### config.mk
export PLATFORM = sky130hd
export DESIGN_NAME = enc_bram_arbiter
export DESIGN_NICKNAME = d
export VERILOG_FILES = /design/src/rtl/enc_bram_arbiter_pkg.sv /design/src/rtl/enc_bram_rd_pipe.sv /design/src/rtl/enc_bram_arbiter.sv
export SDC_FILE = /design/constraint.sdc
export NUM_CORES = 1
export LEC_CHECK = 0
export ABC_AREA = 1
export ABC_CLOCK_PERIOD_IN_PS = 1700
export CORE_AREA = 2 2 225 227
export DETAILED_ROUTE_END_ITERATION = 6
export DIE_AREA = 0 0 227 229
export PLACE_DENSITY_LB_ADDON = 0.25
export RECOVER_POWER = 25
export SYNTH_ARGS = -nofsm -noshare
export SYNTH_HDL_FRONTEND = slang
export SYNTH_SLANG_ARGS = --single-unit
### constraint.sdc
create_clock -name clk -period 1.7 [get_ports clk]
set_input_delay 0.34 -clock clk [delete_from_list [all_inputs] [get_ports clk]]
set_output_delay 0.34 -clock clk [all_outputs]
set_load 0.03 [all_outputs]
### src/rtl/enc_bram_arbiter_pkg.sv
// ---------------------------------------------------------------------------
// enc_bram_arbiter_pkg
// Shared constants for the encryption-path BRAM arbiter and its neighbours
// (reader, writer, AES wrapper):
//   REQ_WR / REQ_RD          requester indices
//   DEFAULT_ADDR_WIDTH       default BRAM word-address width
//   DEFAULT_DATA_WIDTH       default BRAM word width (one AES block)
//   arb_grant()              two-requester grant resolution helper
// ---------------------------------------------------------------------------
package enc_bram_arbiter_pkg;

   localparam logic REQ_WR = 1'b0;
   localparam logic REQ_RD = 1'b1;

   localparam int DEFAULT_ADDR_WIDTH = 10;
   localparam int DEFAULT_DATA_WIDTH = 128;

   // Returns {rd_grant, wr_grant}, one-hot or zero. A lone requester always
   // wins; on contention the requester named by 'favour' wins.
   function automatic logic [1:0] arb_grant(input logic w_req,
                                            input logic r_req,
                                            input logic favour);
      logic [1:0] gnt;
      gnt = 2'b00;
      if (w_req && (!r_req || (favour == REQ_WR))) begin
         gnt = 2'b01;
      end else if (r_req) begin
         gnt = 2'b10;
      end else begin
         gnt = 2'b00;
      end
      return gnt;
   endfunction

endpackage

### src/rtl/enc_bram_rd_pipe.sv
// ---------------------------------------------------------------------------
// enc_bram_rd_pipe
// Read-return path. A read issue (registered BRAM enable without write
// enable) is shifted through an RD_LAT-deep valid pipeline so that r_dvalid_o
// lines up with the cycle the BRAM presents the data. No stall capability.
// Ports:
//   clk, rst_n        clock, asynchronous active-low reset
//   rd_issue_i        read command currently driven on the BRAM port
//   bram_dout_i       BRAM read data
//   r_dvalid_o        read data valid (one pulse per issued read)
//   r_dout_o          read data; follows bram_dout_i while valid, else holds
// ---------------------------------------------------------------------------
module enc_bram_rd_pipe #(
   parameter int RD_LAT     = 1,
   parameter int DATA_WIDTH = 128
) (
   input  logic                  clk,
   input  logic                  rst_n,
   input  logic                  rd_issue_i,
   input  logic [DATA_WIDTH-1:0] bram_dout_i,
   output logic                  r_dvalid_o,
   output logic [DATA_WIDTH-1:0] r_dout_o
);

   logic [RD_LAT-1:0]     valid_q, valid_d;
   logic [DATA_WIDTH-1:0] dout_q, dout_d;
   logic                  valid_out_s;

   assign valid_out_s = valid_q[RD_LAT-1];

   // Valid shift pipeline and read-data hold register next state.
   always_comb begin
      valid_d    = '0;
      valid_d[0] = rd_issue_i;
      for (int i = 1; i < RD_LAT; i++) begin
         valid_d[i] = valid_q[i-1];
      end
      if (valid_out_s) begin
         dout_d = bram_dout_i;
      end else begin
         dout_d = dout_q;
      end
   end

   // Pipeline state; an async reset drops every in-flight read.
   always_ff @(posedge clk or negedge rst_n) begin
      if (!rst_n) begin
         valid_q <= '0;
         dout_q  <= '0;
      end else begin
         valid_q <= valid_d;
         dout_q  <= dout_d;
      end
   end

   // The BRAM data is only valid in the pulse cycle itself, so it is passed
   // straight through then and held from the register afterwards.
   assign r_dvalid_o = valid_out_s;
   assign r_dout_o   = valid_out_s ? bram_dout_i : dout_q;

endmodule

### src/rtl/enc_bram_arbiter.sv
// ---------------------------------------------------------------------------
// enc_bram_arbiter
// Arbitrates one BRAM port between a block writer and a readback reader.
// Grants are combinational and one-hot; the winning command is registered
// onto the BRAM port for exactly one cycle. Reads return through
// enc_bram_rd_pipe RD_LAT+1 cycles after their grant, in grant order.
// Optional feature macro: BRAM_ARB_RR_EN -- round-robin on contention
// (default build: fixed writer priority).
// Ports:
//   clk, rst_n                      clock, async active-low reset
//   w_req/w_addr/w_din, w_gnt       writer request, address, data, grant
//   r_req/r_addr, r_gnt             reader request, address, grant
//   r_dout, r_dvalid                read data and its valid pulse
//   bram_en/we/addr/din, bram_dout  BRAM port
//   wr_cnt, rd_cnt                  granted write/read counters (mod 2^16)
// ---------------------------------------------------------------------------
module enc_bram_arbiter
   import enc_bram_arbiter_pkg::*;
#(
   parameter int ADDR_WIDTH = DEFAULT_ADDR_WIDTH,
   parameter int DATA_WIDTH = DEFAULT_DATA_WIDTH,
   parameter int RD_LAT     = 1
) (
   input  logic                  clk,
   input  logic                  rst_n,
   input  logic                  w_req,
   input  logic [ADDR_WIDTH-1:0] w_addr,
   input  logic [DATA_WIDTH-1:0] w_din,
   output logic                  w_gnt,
   input  logic                  r_req,
   input  logic [ADDR_WIDTH-1:0] r_addr,
   output logic                  r_gnt,
   output logic [DATA_WIDTH-1:0] r_dout,
   output logic                  r_dvalid,
   output logic                  bram_en,
   output logic                  bram_we,
   output logic [ADDR_WIDTH-1:0] bram_addr,
   output logic [DATA_WIDTH-1:0] bram_din,
   input  logic [DATA_WIDTH-1:0] bram_dout,
   output logic [15:0]           wr_cnt,
   output logic [15:0]           rd_cnt
);

   logic [1:0]            grant_s;
   logic                  favour_s;
   logic                  bram_en_q, bram_en_d;
   logic                  bram_we_q, bram_we_d;
   logic [ADDR_WIDTH-1:0] bram_addr_q, bram_addr_d;
   logic [DATA_WIDTH-1:0] bram_din_q, bram_din_d;
   logic [15:0]           wr_cnt_q, wr_cnt_d;
   logic [15:0]           rd_cnt_q, rd_cnt_d;

`ifdef BRAM_ARB_RR_EN
   // favour_q names the requester NOT granted most recently; it is the
   // one that wins the next contention. Cleared to REQ_WR so the writer
   // wins the first contention after reset.
   logic favour_q, favour_d;

   // Round-robin pointer next state.
   always_comb begin
      favour_d = favour_q;
      if (grant_s[0]) begin
         favour_d = REQ_RD;
      end else if (grant_s[1]) begin
         favour_d = REQ_WR;
      end else begin
         favour_d = favour_q;
      end
   end

   // Round-robin pointer register.
   always_ff @(posedge clk or negedge rst_n) begin
      if (!rst_n) begin
         favour_q <= REQ_WR;
      end else begin
         favour_q <= favour_d;
      end
   end

   assign favour_s = favour_q;
`else
   assign favour_s = REQ_WR;
`endif

   assign grant_s = arb_grant(w_req, r_req, favour_s);

   // Grants are visible outputs and are forced low while reset is asserted.
   // Internal state uses the ungated grant: it is held in reset anyway.
   assign w_gnt = rst_n & grant_s[0];
   assign r_gnt = rst_n & grant_s[1];

   // BRAM command and counter next state. Address/data hold when idle;
   // write data is only loaded on writer grants.
   always_comb begin
      bram_en_d   = grant_s[0] | grant_s[1];
      bram_we_d   = grant_s[0];
      bram_addr_d = bram_addr_q;
      bram_din_d  = bram_din_q;
      wr_cnt_d    = wr_cnt_q;
      rd_cnt_d    = rd_cnt_q;
      if (grant_s[0]) begin
         bram_addr_d = w_addr;
         bram_din_d  = w_din;
         wr_cnt_d    = wr_cnt_q + 16'd1;
      end else if (grant_s[1]) begin
         bram_addr_d = r_addr;
         rd_cnt_d    = rd_cnt_q + 16'd1;
      end else begin
         bram_addr_d = bram_addr_q;
         bram_din_d  = bram_din_q;
      end
   end

   // BRAM command and counter registers.
   always_ff @(posedge clk or negedge rst_n) begin
      if (!rst_n) begin
         bram_en_q   <= 1'b0;
         bram_we_q   <= 1'b0;
         bram_addr_q <= '0;
         bram_din_q  <= '0;
         wr_cnt_q    <= 16'd0;
         rd_cnt_q    <= 16'd0;
      end else begin
         bram_en_q   <= bram_en_d;
         bram_we_q   <= bram_we_d;
         bram_addr_q <= bram_addr_d;
         bram_din_q  <= bram_din_d;
         wr_cnt_q    <= wr_cnt_d;
         rd_cnt_q    <= rd_cnt_d;
      end
   end

   assign bram_en   = bram_en_q;
   assign bram_we   = bram_we_q;
   assign bram_addr = bram_addr_q;
   assign bram_din  = bram_din_q;
   assign wr_cnt    = wr_cnt_q;
   assign rd_cnt    = rd_cnt_q;

   // The read pipe starts from the registered command, so it only needs
   // RD_LAT stages to meet the BRAM data.
   enc_bram_rd_pipe #(
      .RD_LAT     (RD_LAT),
      .DATA_WIDTH (DATA_WIDTH)
   ) u_rd_pipe (
      .clk         (clk),
      .rst_n       (rst_n),
      .rd_issue_i  (bram_en_q & ~bram_we_q),
      .bram_dout_i (bram_dout),
      .r_dvalid_o  (r_dvalid),
      .r_dout_o    (r_dout)
   );

endmodule

# Word-level counts from Yosys, hierarchy flattened
# Cells that the tools add are included.
# op_classes
add_sub_neg	2
n_mux	5
bitwise_logic	6
reduce_logical	2
# op_table
cell	n
two-way mux 128 bit	1
adder 16 x 1 -> 16 bit (second input constant)	2
two-way mux 10 bit	2
two-way mux 2 bit	2
bitwise AND 1 bit	3
NOT 1 bit	2
AND reduction 2 bit	1
nonzero test 2 bit	1
OR 1 bit	1
# totals
register_bits	301
out_inout_bits	303
word_cells	23

# Longest topological paths before layout
# logic_depth
ltp_word	4
depth_mapped	9
mapped_depth_nobuf	9

# Modules after synthesis
# Synthesis repeated with hierarchy kept, for this count alone.
# unflattened
cells_unflattened	1331
hier_area_um2	11881.4
# by_module_without_submodules
module	n_inst	cells_each	area_per_inst_um2	seq_area_each_um2
enc_bram_arbiter	1	789	6896.6	4304.1
enc_bram_rd_pipe	1	542	4984.8	3228.1

# Worst setup path after synthesis
# No wires, ideal clock.
# synth_timing
path_kind	register -> output
start	reg u_rd_pipe.valid_q, in the netlist u_rd_pipe.r_dvalid_o
end	out r_dout[117]
t_arrival_ps	1432
required_ps	1360
path_slack_ps	-72
path_stages_with_launch	4
path_buffers	2
cell_sequence	dfrtp_1 -> buf_2 -> buf_2 -> mux2_2
# synth_via
elab_chain_cells	1
# synth_lines
item	line	rtl
start, declared	enc_bram_rd_pipe.sv:25	logic [RD_LAT-1:0] valid_q, valid_d;
start signal, assigned	enc_bram_rd_pipe.sv:51	valid_q <= valid_d;
two-way mux 128 bit	--	
end, declared	enc_bram_arbiter.sv:33	output logic [DATA_WIDTH-1:0] r_dout,
# Every way passes these cells.

# Worst setup path in the final report
# layout_timing
start	reg u_rd_pipe.valid_q, in the netlist u_rd_pipe.r_dvalid_o
end	out r_dout[88]
# The elaborated chain is that of the path after synthesis.

==> summary.txt <==
Run status
  • Outcome: finished, violations left
  • Violated checks: negative setup slack

Route
  • Via count: approximately 10000
  • WL final: between 40000 and 50000 µm
  • Vias/cell: between 4 and 5
  • Antenna Nets Post-Route: 0
  • Drt first pass iters: 4
  • DRT iter0 DRCs: 393
  • WL/cell: 18.6 µm
  • DRC viols: 0

Timing
  • Minimum clock period: 2.29 ns
  • Slew margin rel.: 30.3%
  • Post-route worst setup slack: -0.590 ns
  • Worst-Margin Slew: about 1.0 ns
  • Period utilization: 135%
  • Final setup fails: 130
  • Hold Vio Cnt, Final: 0
  • Unrepaired setup endpoints after global routing: true
  • Final slew viol count: 0
  • Maximum clock rate: between 400 and 500 MHz
  • Setup_tns: -66.74 ns
  • Clock skew: 0.0147 ns

Worst hold path
  • Hold path endpoint: bram_en$_DFF_PN0_
  • Worst hold path startpoint: r_req
  • Hold crit path type: in2reg
  • Worst hold path cell count: 3

GRT
  • Busiest grt layer: met2
  • Initial antenna violation count: 14
  • Vias in the first global route: 10500
  • Global routing usage on met3: 7.58%
  • First-pass GRT wire length: 65600 µm
  • Met1 Track Usage GR: 17.2%
  • GRT Total Usage: 16.8%
  • Total gr overflow: 0
  • Largest net degree at the start of global routing: 127
  • M2 GR Usage: a little under 30%

Clock network
  • Clk_lat worst skew: 0.56 ns
  • TritonCTS clock tree: built
  • Clock slew at reported path FFs: 0.06 ns
  • Htree depth: 2
  • Clock Tree Root: clkbuf_16
  • CTS Buffer Depth: 3
  • TritonCTS Buffers: 38
  • Clock sinks: 301

Floorplanning
  • Die W: 227 µm
  • Core area: 49700 µm²
  • Row count: 82
  • Die Area: 52000 µm²
  • Chip Height: 229 µm
  • Initial core utilization: 23.7%
  • IO Count: between 500 and 600

Worst setup path
  • R2r setup slk: 0.22 ns
  • R2R depth: 5
  • Worst Setup End Kind: primary output
  • Crit-path max FO: 12
  • Critical path arrival: between 1.5 and 2 ns
  • Capturing point of the worst reg2reg path: u_rd_pipe.dout_q[12]$_DFF_PN0_
  • WP data required: approximately 1.4 ns
  • Worst Setup Start Kind: flop
  • Worst r2r src: u_rd_pipe.r_dvalid_o$_DFF_PN0_
  • Worst Setup Path Type: reg2out

Synthesis
  • Synth Register Bits: around 300
  • Syn nets: 1376
  • Area share of the largest cell type after synthesis: 63.9%
  • Register area share after synthesis: 63.9%
  • Area leader, netlist: dfrtp_1
  • Ranking of synthesized cells by area: dfrtp_1 (64%), nand2_1 (15%), mux2_2 (12%), buf_2 (1.6%), inv_1 (1.3%)
  • Synthesized netlist cell count: ~1100
  • Count of different cell masters after synthesis: 28
  • Yosys warning total: 0
  • Synth Cell Area: 11800 µm²
  • Avg Inst Size Synth: 10.8 µm²

Layout
  • Share of layout cells above drive strength 1: 26.0%
  • Final std cells w/o fill: 2446
  • Nets: 2021
  • Synth-to-Final Area Change: 74.1%
  • Post-route design area: just over 20000 µm²

Place
  • Port buffer count: between 500 and 600
  • Placed cell count: about 2300
  • Post-place setup slack: -0.320 ns
  • Post-DP HPWL: around 33000 µm
  • Placer Congestion: 0.808
  • Dpl cell area: 18400 µm²

Pwr
  • LEAKAGE: 9.80 nW
  • Pwr dens: 1120 nW/µm²
  • Peak supply drop: 0.000610 V

Job
  • Max cap viols: 0
[logic make-up (layout without fill, tap and decap cells)]
| family | after synthesis | after routing | synth area share (%) |
|---|---|---|---|
| AOI/OAI and AO/OA | 1 | 1 | 0.0424 |
| buffers and inverters | 88 | 762 | 3.36 |
| and+or+nand+nor | 556 | 556 | 18.9 |
| DFF | 301 | 301 | 63.9 |
| muxes | 128 | 128 | 12.2 |
| adders and majority gates | 2 | 2 | 0.212 |
| xor gates and xnor gates | 18 | 18 | 1.34 |
| other | 0 | 6 | 0 |
[repair_timing]
| item | in CTS | in global routing |
|---|---|---|
| endpoints found under the hold margin | 250 | 0 |
| hold buffers | 1 | 0 |
| pin swaps | 0 | 0 |
| gates resized for setup | 723 | 168 |
| buffers inserted | 13 | 22 |
| gates cloned | 4 | 5 |
| setup endpoints to repair | 287 | 165 |
[synth_stat cells]
cell type  number
xor2_1         13
clkinv_1        1
mux2_2        128
clkbuf_1        4
nor3_1          1
nand4_1        10
buf_2          38
nor3_4          1
nand2_4         1
nand2_1       483
xnor2_1         5
nand3_4         1
inv_1          40
buf_6           1
nand3_1        26
o21ai_0         1
inv_4           1
dfrtp_1       301
nor2_2          3
nor2_1         23
nor2b_1         1
nor2_4          2
buf_4           2
nand2_2         1
nand3_2         1
ha_1            2
nor3_2          2
inv_2           1
[where the power goes]
group | switching, W | total [W] | internal, W
sequential | 0.000484 | 0.00850 | 0.00802
clock | 0.00325 | 0.00814 | 0.00489
combinational | 0.00360 | 0.00641 | 0.00280
[area by class of cell]
cell class,instances,area [µm²]
timing repair buffer,650,6760
antenna,6,15.0
fill,4858,29100
sequential,301,7540
inverter,43,163
tap,672,841
multi-input combinational,705,3950
clock inverter,9,116
clock buffer,60,1130
[sequential cells by signal (all words and copies together), names as in the netlist]
name,count
wr_cnt,16
u_rd_pipe.r_dvalid_o,1
u_rd_pipe.dout_q,128
bram_en,1
bram_we,1
bram_addr,10
bram_din,128
rd_cnt,16
[per-stage QoR]
step                hold WS (ns)  util, %  power [W]
finish                     0.146     41.3     0.0230
global route               0.166     41.3     0.0241
CTS                        0.236     40.5     0.0232
detailed placement         0.146     37.1     0.0148
global placement           0.145     37.1     0.0147
floorplan                 0.0444        -     0.0116
[critical path: stages, from the launching register on]
cell	delay [ns]
dfrtp_4	0.51
buf_6	0.14
buf_12	0.14
clkbuf_16	0.16
mux2_2	0.29
buf_6	0.15
[how the worst max path moves through the flow]
stage / start / to / slack (ns) / cells past startpoint
5_1_grt: u_rd_pipe.r_dvalid_o$_DFF_PN0_ / r_dout[73] / -0.64 / 5
2_1_floorplan: u_rd_pipe.r_dvalid_o$_DFF_PN0_ / r_dout[117] / 0.02 / 3
6_report: u_rd_pipe.r_dvalid_o$_DFF_PN0_ / r_dout[88] / -0.59 / 5
3_3_place_gp: u_rd_pipe.r_dvalid_o$_DFF_PN0_ / r_dout[44] / -0.30 / 3
4_1_cts: u_rd_pipe.r_dvalid_o$_DFF_PN0_ / r_dout[27] / -0.64 / 5
3_5_place_dp: u_rd_pipe.r_dvalid_o$_DFF_PN0_ / r_dout[25] / -0.32 / 3
[cells in the final DEF, fill, tap and decap left out, types with 5 or more instances in the layout]
cell type	count
clkdlybuf4s15_1	49
clkbuf_16	43
dlygate4sd2_1	61
clkbuf_2	9
clkbuf_1	15
clkbuf_8	10
mux2_2	103
nand3_1	26
buf_4	41
buf_12	22
clkdlybuf4s50_1	276
clkdlybuf4s15_2	28
nand4_1	10
mux2_4	25
xor2_1	13
buf_8	5
inv_1	40
nand2_1	483
buf_2	14
dfrtp_1	300
diode_2	6
buf_6	129
nor2_1	23
xnor2_1	5
[metal layers]
layer  vias to the layer above  part of all wire, %
met5                         -                 0.21
met4                        14                  3.5
met3                        93                   11
met2                       389                   50
met1                      4756                   35
li1                       4739                    -
(Power assumes the default switching activity.)
==> patch (config.mk and constraints unchanged) <==
Register the output `wr_cnt` once more, without a reset; this adds one clock of latency there. The other outputs are not delayed to match.
--- a/src/rtl/enc_bram_arbiter.sv
+++ b/src/rtl/enc_bram_arbiter.sv
@@ -135,5 +135,7 @@
    assign bram_addr = bram_addr_q;
    assign bram_din  = bram_din_q;
-   assign wr_cnt    = wr_cnt_q;
+   always_ff @(posedge clk) begin
+      wr_cnt <= wr_cnt_q;
+   end
    assign rd_cnt    = rd_cnt_q;
 
Check against the original RTL: not equivalent (a bounded check fails within 4 cycles, from zero or initial values and one cycle with rst_n low).
==> patch against the unedited design <==
Register-to-register slack got worse by 0.06 ns; synthesized area increased by 2.7%; power increased by 4.2%; clock skew decreased by 0.0050 ns; routed wire length decreased by 2.2%; non-clock buffer count decreased by 16; critical path depth unchanged; setup slack got worse by 0.030 ns; critical path type unchanged; design area increased by 3.9%; largest power group unchanged; combinational power decreased by 1%; sequential cell count increased by 16; clock power increased by 7.1%; highest routed layer unchanged; the run still ends with setup timing left; maximum frequency decreased by 1.3%.
==> patch: results (changes against the unedited design) <==
endpoint: "r_dout[32]"  # was r_dout[88]
p_leak_nw: 11.5  # was 9.80 nW
globalRouteOverflowTotal: 0  # unchanged
post_drt_via_cell_ratio: 4.06  # was 4.08
path_max_fanout: 5  # was 12
ir_drop_mv: 0.717  # was 0.610 mV
regToRegStartpoint: "u_rd_pipe.r_dvalid_o"  # unchanged
cts-root-buf: "clkbuf_16"  # unchanged
netlist_instances: 1110  # was 1094
setup_viol: 170  # was 130
clk_latency_ns: 0.54  # was 0.56 ns
status: "finished, violations left"  # unchanged
critPathLaunchType: "flip-flop"  # unchanged
cp_data_arrival_time_ns: 1.98  # was 1.95 ns
place_area_um2: 18800  # was 18400 µm²
vias: 9944  # was 9991
grt_usage_pct: 16.6  # was 16.8%
nNetsFinal: 2023  # was 2021
synth_cell_types: 29  # was 28
pre_cts_slack_ns: -0.377  # was -0.320 ns
routabilityCongestion: 0.813  # was 0.808
syn_nets: 1392  # was 1376
synth_commonest_cells: "483 x nand2_1, 301 x dfrtp_1, 128 x mux2_2"  # unchanged
clock_skew_ns: 0.00974  # was 0.0147 ns
drt-wirelength-per-cell_um: 18.2  # was 18.6 µm
yosys_most_used_dff: "dfrtp_1"  # unchanged
dpl.cell_count: 2346  # was 2330
async_reset_ff_share_pct: 95.0  # was 100%
cp-end-kind: "output port"  # unchanged
layout-drive-gt1-share_pct: 22.0  # was 26.0%
clk_pin_slew_worst_paths_ns: 0.06  # about the same
r2r_slack_ns: 0.16  # was 0.22 ns
max-slew-margin-rel_pct: 40.6  # was 30.3%
synthTopCellsByArea: "dfrtp_1 62%, nand2_1 15%, mux2_2 12%, dfxtp_1 2.6%, buf_2 1.6%"  # was dfrtp_1 64%, nand2_1 15%, mux2_2 12%, buf_2 1.6%, inv_1 1.3%
grt_max_degree: 115  # was 127
antenna_found_initial: 9  # was 14
drt_iter0_drc: 439  # was 393
reg2reg_to: "u_rd_pipe.dout_q[32]"  # was u_rd_pipe.dout_q[12]
violations: "setup timing"  # unchanged
grt_pass1_vias: 10377  # was 10.5k
ys_seq_area_share_pct: 64.9  # was 63.9%
first_pass_iters: 4  # unchanged
cts_made_buffers: 40  # was 38
swShare_pct: 30.3  # was 31.8%
place_hpwl_um: 32600  # was 33400 µm
yosys_warnings: 0  # unchanged
grt_pass1_wl_um: 65500  # was 65600 µm
nFillCells: 4745  # was 4858
setup_ws_ns: -0.620  # was -0.590 ns
==> patch: area by class of cell <==
| cell class | count | area [µm²] | share of cell area [%] |
|---|---|---|---|
| Timing Repair Buffer | 634 | 7110 | 33.4 |
| Tap cell | 672 | 841 | 3.94 |
| Inverter | 43 | 164 | 0.769 |
| Clock inverter | 12 | 171 | 0.804 |
| Multi-Input combinational cell | 705 | 3970 | 18.6 |
| Clock buffer | 60 | 1190 | 5.57 |
| Antenna cell | 6 | 15.0 | 0.0704 |
| Sequential cell | 317 | 7860 | 36.8 |
==> patch: repair_timing <==
item                                    CTS  global route
hold endpoints to repair                 91             0
pin swaps                                 0             0
gates resized for setup                 440           200
endpoints found under the setup margin  298           299
gates cloned                              8             0
setup buffers                             7            13
hold buffers                              1             0
==> patch: stage by stage <==
step,hold slack (ns),setup TNS [ns]
after floorplan,0.0444,0
after global placement,0.378,-28.33
after detailed placement,0.380,-30.73
after CTS,0.0841,-123.68
after global routing,0.186,-102.58
final,0.182,-71.23
==> patch: power groups by stage <==
stage                     clock, mW  sequential (mW)  combinational [mW]
after floorplan                   0             9.91                2.19
final                          8.72             8.97                6.33
after global routing           9.33             9.09                6.71
after global placement            0             9.08                6.11
after CTS                      9.01             9.00                6.48
after detailed placement          0             9.10                6.14
==> patch: worst min-delay path by stage <==
| stage | from | endpoint | slack (ns) | depth (start not counted) |
|---|---|---|---|---|
| finish | w_req | bram_en | 0.18 | 3 |
| global route | w_req | bram_din[14] | 0.19 | 4 |
| CTS | w_req | bram_we | 0.08 | 2 |
| detailed placement | rst_n | bram_din[37] | 0.38 | 2 |
| global placement | rst_n | bram_din[48] | 0.38 | 2 |
| floorplan | rst_n | bram_addr[0] | 0.04 | 0 |
==> patch: routing by layer <==
layer / part of all wire (%) / track usage, %
met1: 38 / 18.4
met2: 50 / 28.9
met3: 11 / 6.71
met4: 1.9 / 5.23
met5: 0.054 / 0
==> patch: kinds of logic (layout without fill, tap and decap cells) <==
group	after synthesis	in the layout	synth area share [%]
and+or+nand+nor	556	556	18.4
DFF	317	317	64.9
xor gates and xnor gates	18	18	1.30
AOI/OAI and AO/OA	1	1	0.0413
muxes	128	128	11.9
other	0	6	0
buffers and inverters	88	749	3.27
adders and majority gates	2	2	0.207
==> patch: critical path, cell delays in order (launching register included) <==
cell     delay [ns]
dfrtp_4        0.56
buf_12         0.17
buf_12         0.13
buf_16         0.13
mux2_4         0.30
buf_6          0.14
